===== config.mk =====
export PLATFORM = sky130hd
export DESIGN_NAME = db_arbiter_flat
export DESIGN_NICKNAME = d
export VERILOG_FILES = /design/src/rtl/db_arbiter_if.sv /design/src/rtl/db_arbiter.sv /design/src/flat_wrapper.sv
export SDC_FILE = /design/constraint.sdc
export NUM_CORES = 1
export LEC_CHECK = 0
export ABC_AREA = 0
export ABC_CLOCK_PERIOD_IN_PS = 2380
export BUFFER_PORTS_ARGS = -buffer_cell sky130_fd_sc_hd__buf_4
export CAP_MARGIN = 15
export CORE_MARGIN = 3
export CORE_UTILIZATION = 49
export DETAILED_ROUTE_END_ITERATION = 10
export PLACE_DENSITY = 0.87
export SKIP_LAST_GASP = 1
export SLEW_MARGIN = 20
export SYNTH_ARGS = -nofsm -noshare
export SYNTH_HDL_FRONTEND = slang
export SYNTH_SLANG_ARGS = --single-unit
export TNS_END_PERCENT = 10

===== constraint.sdc =====
create_clock -name clk -period 2.38 [get_ports clk]
set_input_delay 0.119 -clock clk [delete_from_list [all_inputs] [get_ports clk]]
set_output_delay 0.119 -clock clk [all_outputs]
set_load 0.05 [all_outputs]

===== src/rtl/db_arbiter_if.sv =====
// Data-break bus between the peripheral devices, the CPU break logic and memory.
//
// Signals:
//   clear          synchronous clear from CAF/console
//   dev_req        per-device data-break request (bit 0 = RK8E)
//   dev_to_mem     per-device direction, 1 = write memory
//   dev_addr       per-device 15-bit EMA:addr, device n at [15n+14:15n]
//   dev_wdata      per-device 12-bit write data, device n at [12n+11:12n]
//   data_break     break request to the CPU state machine
//   break_in_prog  CPU acknowledge that the break cycle has started
//   to_disk        1 = memory-to-device transfer (a memory read)
//   mem_addr       memory address for the break cycle
//   mem_wdata      memory write data
//   mem_we         one-cycle memory write strobe
//   mem_rdata      memory read data, valid one cycle after mem_addr
//   dev_ack        one-cycle completion pulse to the granted device
//   dev_rdata      read data, valid during the dev_ack pulse
//
// Modports: slave = the arbiter, master = the surrounding system.
interface db_arbiter_if #(
  parameter int NDEV = 4
);
  logic                 clear;
  logic [NDEV-1:0]      dev_req;
  logic [NDEV-1:0]      dev_to_mem;
  logic [15*NDEV-1:0]   dev_addr;
  logic [12*NDEV-1:0]   dev_wdata;
  logic                 data_break;
  logic                 break_in_prog;
  logic                 to_disk;
  logic [14:0]          mem_addr;
  logic [11:0]          mem_wdata;
  logic                 mem_we;
  logic [11:0]          mem_rdata;
  logic [NDEV-1:0]      dev_ack;
  logic [11:0]          dev_rdata;

  modport slave (
    input  clear, dev_req, dev_to_mem, dev_addr, dev_wdata, break_in_prog, mem_rdata,
    output data_break, to_disk, mem_addr, mem_wdata, mem_we, dev_ack, dev_rdata
  );

  modport master (
    output clear, dev_req, dev_to_mem, dev_addr, dev_wdata, break_in_prog, mem_rdata,
    input  data_break, to_disk, mem_addr, mem_wdata, mem_we, dev_ack, dev_rdata
  );
endinterface


===== src/rtl/db_arbiter.sv =====
// Round-robin data-break arbiter. Picks one requesting device, raises
// data_break to the CPU, waits for break_in_prog, then runs one memory
// cycle (ADDR, XFER) for the winner and pulses its dev_ack.
//
// Ports:
//   clk    system clock, rising edge
//   reset  asynchronous active-high reset
//   bus    db_arbiter_if.slave, see the interface file for the signal list
module db_arbiter #(
  parameter int NDEV = 4
) (
  input  logic          clk,
  input  logic          reset,
  db_arbiter_if.slave   bus
);

  localparam int IW = $clog2(NDEV);
  localparam int AW = 15;
  localparam int DW = 12;

  typedef enum logic [2:0] {IDLE, ARB, WAIT_ACK, ADDR, XFER, DONE} state_t;

  state_t         state;
  logic [IW-1:0]  ptr;        // round-robin search start
  logic [IW-1:0]  win_q;      // device granted in ARB
  logic           dir_q;      // 1 = write memory
  logic [IW-1:0]  grant_idx;
  logic           grant_found;

  // Round-robin search from ptr. Index arithmetic wraps in IW bits, which is
  // the modulo-NDEV wrap because NDEV is a power of two.
  always_comb begin
    // NOTE: defaults first so every path assigns both outputs and no latch appears.
    grant_found = 1'b0;
    grant_idx   = ptr;
    for (int i = 0; i < NDEV; i++) begin
      if (!grant_found && bus.dev_req[ptr + IW'(i)]) begin
        grant_found = 1'b1;
        grant_idx   = ptr + IW'(i);
      end
    end
  end

  // NOTE: sequential state uses non-blocking assignments so every register
  // sees the pre-edge values of the others.
  always_ff @(posedge clk or posedge reset) begin
    if (reset) begin
      // NOTE: every output register is reset, not just the state, so a reset
      // mid-transfer leaves no stale address, data or strobe on the bus.
      state          <= IDLE;
      ptr            <= '0;
      win_q          <= '0;
      dir_q          <= 1'b0;
      bus.data_break <= 1'b0;
      bus.to_disk    <= 1'b0;
      bus.mem_we     <= 1'b0;
      bus.dev_ack    <= '0;
      bus.mem_addr   <= '0;
      bus.mem_wdata  <= '0;
      bus.dev_rdata  <= '0;
    end else begin
      // Strobes are single-cycle: they default low and are set only for the
      // state that follows.
      bus.mem_we  <= 1'b0;
      bus.dev_ack <= '0;

      unique case (state)
        IDLE: begin
          if (!bus.clear && bus.dev_req != '0) state <= ARB;
        end

        ARB: begin
          // A request withdrawn before ARB, or a clear, abandons the break
          // before data_break is ever raised; the pointer is left alone.
          if (bus.clear || !grant_found) begin
            state <= IDLE;
          end else begin
            // Everything the transfer needs is captured here, so later
            // request/address changes cannot disturb it.
            win_q          <= grant_idx;
            dir_q          <= bus.dev_to_mem[grant_idx];
            bus.mem_addr   <= bus.dev_addr[AW*grant_idx +: AW];
            bus.mem_wdata  <= bus.dev_wdata[DW*grant_idx +: DW];
            bus.data_break <= 1'b1;
            bus.to_disk    <= ~bus.dev_to_mem[grant_idx];
            ptr            <= grant_idx + IW'(1);
            state          <= WAIT_ACK;
          end
        end

        WAIT_ACK: begin
          if (bus.clear) begin
            bus.data_break <= 1'b0;
            bus.to_disk    <= 1'b0;
            state          <= IDLE;
          end else if (bus.break_in_prog) begin
            state <= ADDR;
          end
        end

        ADDR: begin
          // mem_addr/mem_wdata were loaded in ARB; the write strobe lands in XFER.
          bus.mem_we <= dir_q;
          state      <= XFER;
        end

        XFER: begin
          // mem_rdata is valid now, one cycle after mem_addr was presented.
          if (!dir_q) bus.dev_rdata <= bus.mem_rdata;
          bus.data_break <= 1'b0;
          bus.dev_ack    <= NDEV'(1) << win_q;
          state          <= DONE;
        end

        DONE: begin
          bus.to_disk <= 1'b0;
          state       <= IDLE;
        end

        default: state <= IDLE;
      endcase
    end
  end

endmodule

===== src/flat_wrapper.sv =====
// flat-port wrapper written by rule: the top's interface ports become plain ports
module db_arbiter_flat 
#(
  parameter int NDEV = 4
)
  (clk, reset, bus_clear, bus_dev_req, bus_dev_to_mem, bus_dev_addr, bus_dev_wdata, bus_break_in_prog, bus_mem_rdata, bus_data_break, bus_to_disk, bus_mem_addr, bus_mem_wdata, bus_mem_we, bus_dev_ack, bus_dev_rdata);
  db_arbiter_if #(.NDEV(NDEV)) bus_i ();
  input  logic clk;
  input  logic reset;
  input wire logic [$bits(bus_i.clear)-1:0] bus_clear;
  input wire logic [$bits(bus_i.dev_req)-1:0] bus_dev_req;
  input wire logic [$bits(bus_i.dev_to_mem)-1:0] bus_dev_to_mem;
  input wire logic [$bits(bus_i.dev_addr)-1:0] bus_dev_addr;
  input wire logic [$bits(bus_i.dev_wdata)-1:0] bus_dev_wdata;
  input wire logic [$bits(bus_i.break_in_prog)-1:0] bus_break_in_prog;
  input wire logic [$bits(bus_i.mem_rdata)-1:0] bus_mem_rdata;
  output wire logic [$bits(bus_i.data_break)-1:0] bus_data_break;
  output wire logic [$bits(bus_i.to_disk)-1:0] bus_to_disk;
  output wire logic [$bits(bus_i.mem_addr)-1:0] bus_mem_addr;
  output wire logic [$bits(bus_i.mem_wdata)-1:0] bus_mem_wdata;
  output wire logic [$bits(bus_i.mem_we)-1:0] bus_mem_we;
  output wire logic [$bits(bus_i.dev_ack)-1:0] bus_dev_ack;
  output wire logic [$bits(bus_i.dev_rdata)-1:0] bus_dev_rdata;
  assign bus_i.clear = bus_clear;
  assign bus_i.dev_req = bus_dev_req;
  assign bus_i.dev_to_mem = bus_dev_to_mem;
  assign bus_i.dev_addr = bus_dev_addr;
  assign bus_i.dev_wdata = bus_dev_wdata;
  assign bus_i.break_in_prog = bus_break_in_prog;
  assign bus_i.mem_rdata = bus_mem_rdata;
  assign bus_data_break = bus_i.data_break;
  assign bus_to_disk = bus_i.to_disk;
  assign bus_mem_addr = bus_i.mem_addr;
  assign bus_mem_wdata = bus_i.mem_wdata;
  assign bus_mem_we = bus_i.mem_we;
  assign bus_dev_ack = bus_i.dev_ack;
  assign bus_dev_rdata = bus_i.dev_rdata;
  db_arbiter #(.NDEV(NDEV)) u_core (.clk(clk), .reset(reset), .bus(bus_i));
endmodule

==> results of run 1 <==
final cells by class:
class / instances / area (µm²)
multi-input combinational: 237 / 1764
fill: 491 / 1650
timing repair buffer: 186 / 1399
sequential: 54 / 1351
tap: 77 / 96.34
clock buffer: 7 / 76.32
clock inverter: 1 / 30.03
inverter: 5 / 18.77
cells in the final DEF, fill, tap and decap left out, drive strengths merged, types with 2 or more instances in the layout:
cell type	netlist	routed
and3	30	30
o21ai	32	32
nand2b	3	3
o211ai	28	28
nor3	2	2
a221oi	2	2
nor2	6	6
clkbuf	6	7
dfrtp	54	54
mux2	13	13
or3	2	2
inv	5	5
nand3	2	2
buf	20	185
nor3b	2	2
a21oi	3	3
nor2b	3	3
a21boi	29	29
nand2	37	37
mux2i	27	27
a31oi	1	2
power breakdown:
part	internal [mW]	switching (mW)	total (mW)	leakage, nW
clock	0.315	0.277	0.592	0.0524
sequential	1.31	0.281	1.59	0.681
combinational	1.23	2.24	3.47	1.59
cell usage after synthesis, drive strengths merged (5+ instances only):
cell	count	share of area (%)
nor2	6	0.69
clkbuf	6	0.69
dfrtp	54	42
buf	20	4.2
a21boi	29	6.7
and3	30	5.8
mux2	13	4.5
o21ai	32	7.2
nand2	37	4.6
o211ai	28	6.5
inv	5	0.58
mux2i	27	8.3
worst register-to-register path, delay by kind of cell (launching register included):
family	cells	cell delay (ps)
and+or+nand+nor	1	490
DFF	1	470
AOI/OAI and AO/OA	3	1220
timing repair:
item,CTS,global route
endpoints found under the hold margin,17,0
hold buffers,1,0
gates resized for setup,0,1
endpoints found under the setup margin,0,4
final timing paths:
| kind | from | end | slack, ps | depth (start not counted) |
|---|---|---|---|---|
| max in group asynchronous | reset | u_core.bus.mem_addr[4] | 1250 | 4 |
| setup / recovery | u_core.ptr[1] | u_core.bus.mem_addr[5] | 110 | 4 |
| setup reg to reg | u_core.ptr[1] | u_core.bus.mem_addr[5] | 110 | 4 |
| min in group asynchronous | reset | u_core.bus.dev_ack[1] | 360 | 3 |
| hold reg to reg | u_core.win_q[1] | u_core.bus.dev_ack[1] | 500 | 1 |
| hold / removal | bus_clear | u_core.bus.data_break | 50 | 2 |
sequential cells by signal, indices dropped and copies added, names as in the netlist:
register / flops
u_core.win_q: 2
u_core.ptr: 2
u_core.bus.mem_addr: 15
u_core.bus.data_break: 1
u_core.bus.dev_ack: 4
u_core.bus.mem_wdata: 12
u_core.bus.to_disk: 1
u_core.bus.dev_rdata: 12
u_core.state: 3
u_core.bus.mem_we: 1
u_core.dir_q: 1
logic make-up (layout without fill, tap and decap cells):
kind of cell    count (synthesis)  in the layout  share of synthesized area (%)
compound gates                103            104                          24.45
simple gates                   92             92                          15.44
buf+inv                        31            199                          5.429
flops                          54             54                          41.59
xor+xnor                        1              1                         0.2696
mux                            40             40                          12.82
routing by layer:
| metal | routed length (µm) | GRT usage [%] | vias to the layer above |
|---|---|---|---|
| li1 | - | - | 1517 |
| met1 | 3596 | 28.22 | 1441 |
| met2 | 4982 | 42.33 | 161 |
| met3 | 971 | 5.582 | 16 |
| met4 | 162 | 6.276 | 0 |
| met5 | 0 | 0 | - |
==> impl_metrics.tcl, run 1 <==
set metrics [dict create \
    status "finished, final reports clean" \
    placed_area_mm2 0.004599 \
    tritoncts "done" \
    core_mm2 0.006386 \
    grt_pass1_vias 3137 \
    grt_overflow 0 \
    synthArstFlopShare_pct 100.0 \
    io_pins 178 \
    path_cells "or3_1 > a31oi_2 > o21ai_2 > o211ai_1" \
    syn_nets 453 \
    preCtsSetupSlack_ps 150.6 \
    dp_cells 557 \
    maxCapViolations 0 \
    drive_gt1_share_pct 47.96 \
    cp_slowest_stage_delay_ps 980 \
    root_buffer "clkbuf_8" \
    die-area_mm2 0.007645 \
    grt_pass1_wl_mm 14.35 \
    synth_warnings 0 \
    rows 29 \
    ys_ff_latch 54 \
    area_growth_syn_to_layout_pct 45.75 \
    synth_edf_count 0 \
    dr.first_iter.drc_count 180 \
    gp_congestion 0.7973 \
    worst-setup-path-type "flip-flop to flip-flop" \
    fp.dieH_um 87.44 \
    nets 621 \
    drt-vias-per-instance 5.529 \
    fin_util_pct 74.16 \
    syn_avg_cell_area_um2 10.12 \
    rsz0062_at_grt "no" \
    cts.sink_count 54 \
    fin_crit_ps 2270 \
    yosysUniqueCellTypes 44 \
    wire_per_inst_um 17.13 \
    insertedDiodeCount 0 \
    wirelength_mm 9.713 \
    design_area_mm2 0.004736 \
    cts_setup_buffers 0 \
    crit_path_max_fanout 14 \
    place.port_buffers 177 \
    report.final.slew_viol_count 0 \
    hold_class "input pin to flip-flop" \
    skew_ps 5.711 \
    critPathRequiredTime_ps 2590 \
    place_hpwl_mm 7.316 \
    critical_path_buf_inv_count 0 \
    maxSlewHeadroom_pct 22.12 \
    drtPass1Iterations 4 \
    cp.arrival_ps 2480 \
    p_leak_nw 2.321 \
    fin_crit_sh_pct 95.39 \
    synth_cells 321 \
    vias 3135 \
    vdd_drop_max_uv 1181 \
    htree_levels 2 \
    netlist_area_mm2 0.003249 \
    final.setup.tns_ps 0 \
    p_per_area_mw_per_mm2 1194 \
    ys_seq_area_share_pct 41.59 \
    drc 0 \
    finalSetupViolations 0 \
    cpMaxStageDelayCell "a31oi_2" \
    crit_path_end_kind "flip-flop" \
    worst_slack_ps 109.7 \
    ant_nets 0 \
    clk_latency_ps 300 \
    fmax_mhz 440.5 \
    track_usage_pct 23.64 \
    fin_cells 567 \
    critPathLaunchType "flip-flop" \
    grt_max_degree 38 \
    antenna_found_initial 0 \
    initial_core_util_pct 50.88 \
    hold_violations 0 \
    synthFlopType "dfrtp_1" \
    path_delay_family "compound AO/OA/AOI/OAI gates" \
    total_power_mw 5.656 \
    cts.clk_slew.worst_paths_ps 90 \
    die_w_um 87.44 \
    clockBufferDepth 2 \
    cts_made_buffers 5 \
    fin_hold_ws_ps 51.50 \
    worstMarginPinSlew_ps 1164 \
]
(Power assumes the default switching activity.)
==> run 2, diff against run 1 <==
Settings changed: GPL_TIMING_DRIVEN from default to 0.
==> run 2 against run 1 <==
Sequential share of layout area fell by 0.47 points. Critical path type unchanged. Combinational power is 2% higher. Total power up 1.1%. Critical endpoint is now u_core.bus.mem_wdata[4]. First-iteration DRC count down 43%. Register-to-register slack better by 320 ps. Setup slack improved by 320 ps. Clock power is 4.7% higher.
==> impl_metrics.tcl, run 2 (synthesized netlist as in run 1, its figures left out) <==
set metrics [dict create \
    place.port_buffers 177 \
    clk_latency_ps 310 \
    maxCapViolations 0 \
    status "finished, final reports clean" \
    fp.dieH_um 87.44 \
    fmax_mhz 512.4 \
    fin_hold_ws_ps 30.50 \
    cts_setup_buffers 0 \
    fin_crit_sh_pct 82.00 \
    htree_levels 2 \
    worstSetupStartpoint "u_core.ptr[1]" \
    nets 639 \
    p_leak_nw 2.375 \
    ant_nets 0 \
    grt_pass1_vias 3259 \
    area_growth_syn_to_layout_pct 48.17 \
    path_delay_family "compound AO/OA/AOI/OAI gates" \
    io_pins 178 \
    fin_cells 585 \
    maxSlewHeadroom_pct 69.64 \
    cp_slowest_stage_delay_ps 450 \
    rsz0062_at_grt "no" \
    place_hpwl_mm 7.990 \
    insertedDiodeCount 0 \
    grt.busiest_layer "met2" \
    worst-setup-path-type "flip-flop to flip-flop" \
    grt_overflow 0 \
    grtUsageMet2_pct 45.27 \
    worstMarginPinSlew_ps 454.8 \
    critPathLaunchType "flip-flop" \
    report.final.slew_viol_count 0 \
    wire_per_inst_um 16.86 \
    grt_pass1_wl_mm 15.29 \
    vias 3181 \
    largest_reg_flops 15 \
    cts_made_buffers 5 \
    drive_gt1_share_pct 48.43 \
    final_cell_mix "buf_4, dfrtp_1, nand2_1" \
    cp.arrival_ps 2140 \
    critical_path_buf_inv_count 1 \
    critPathRequiredTime_ps 2560 \
    skew_ps 8.758 \
    met3_usage_pct 6.906 \
    cts.clk_slew.worst_paths_ps 90 \
    finalSetupViolations 0 \
    gp_congestion 0.8425 \
    fillers 479 \
    rows 29 \
    clockBufferDepth 2 \
    rr_startpoint "u_core.ptr[1]" \
    vdd_drop_max_uv 1272 \
    reg_top3 "u_core.bus.mem_addr: 15 flops, u_core.bus.dev_rdata: 12 flops, u_core.bus.mem_wdata: 12 flops" \
    placed_area_mm2 0.004695 \
    die_w_um 87.44 \
    cpMaxStageDelayCell "dfrtp_1" \
    hold_violations 0 \
    wirelength_mm 9.865 \
    root_buffer "clkbuf_8" \
    track_usage_pct 25.49 \
    path_cells "or3_1 > o2111ai_2 > clkbuf_1 > a21boi_0 > o21ai_0 > o211ai_1" \
    initial_core_util_pct 50.88 \
    p_per_area_mw_per_mm2 1188 \
    regArea_mm2 0.001351 \
    crit_path_max_fanout 10 \
    cts.sink_count 54 \
    dr.first_iter.drc_count 102 \
    antenna_found_initial 0 \
    drtPass1Iterations 4 \
    grt_max_degree 34 \
    tritoncts "done" \
    regMostFlops "u_core.bus.mem_addr" \
    drc 0 \
    fin_crit_ps 1952 \
    hold_class "input pin to flip-flop" \
    final.setup.tns_ps 0 \
    core_mm2 0.006386 \
    grt_use_met1_pct 30.19 \
    layout_commonest_cell "buf_4" \
    design_area_mm2 0.004815 \
    drt-vias-per-instance 5.438 \
    die-area_mm2 0.007645 \
    r2r_setup_slack_ps 430 \
    multi_input_area_mm2 0.001722 \
    crit_path_end_kind "flip-flop" \
    dp_cells 576 \
    hold_start "bus_clear" \
]
## run 2: path summary, 6_finish.rpt
| check | endpoint | cells after the start |
|---|---|---|
| worst max-delay path | u_core.bus.mem_wdata[4] | 6 |
| worst min-delay path | u_core.bus.data_break | 2 |
| worst max register to register | u_core.bus.mem_wdata[4] | 6 |
| worst min register to register | u_core.bus.dev_ack[2] | 1 |
| max in group asynchronous | u_core.bus.mem_addr[10] | 4 |
| min in group asynchronous | u_core.bus.dev_rdata[3] | 3 |
## run 2: worst reg2reg max path, cell delays in order, from the launching register on
cell and delay, ps:
dfrtp_1 450, or3_1 360, o2111ai_2 140, clkbuf_1 370, a21boi_0 140, o21ai_0 230
o211ai_1 130
## run 2: power by group
part	switching, mW	internal (mW)
logic	2.25	1.28
registers	0.257	1.31
clock network	0.306	0.314
total	2.82	2.90
## run 2: area by class of cell
cell class,count,area share [%]
Buffer,26,3.274
Multi-Input combinational cell,236,35.76
Clock buffer,6,1.507
Sequential cell,54,28.07
Timing Repair Buffer,179,28.22
Tap cell,77,2.001
Clock inverter,2,0.7796
Inverter,5,0.3898
## run 2: timing repair
item                      CTS  global route
hold endpoints to repair   21             0
gates resized for setup     0             0
hold buffers                1             0
## run 2: routing by layer
metal,vias up,wire length (µm)
met2,149,5095
met1,1471,3611
li1,1545,-
met4,0,176
met5,-,0
met3,16,981
## run 2: metrics by stage
stage               setup slack [ps]  util [%]  total power, mW
floorplan                      762.0         -            4.026
global placement               285.4     73.20            5.013
detailed placement             490.6     73.51            5.136
CTS                            468.9     75.39            5.749
global route                   290.9     75.39            6.054
finish                         428.5     75.39            5.720
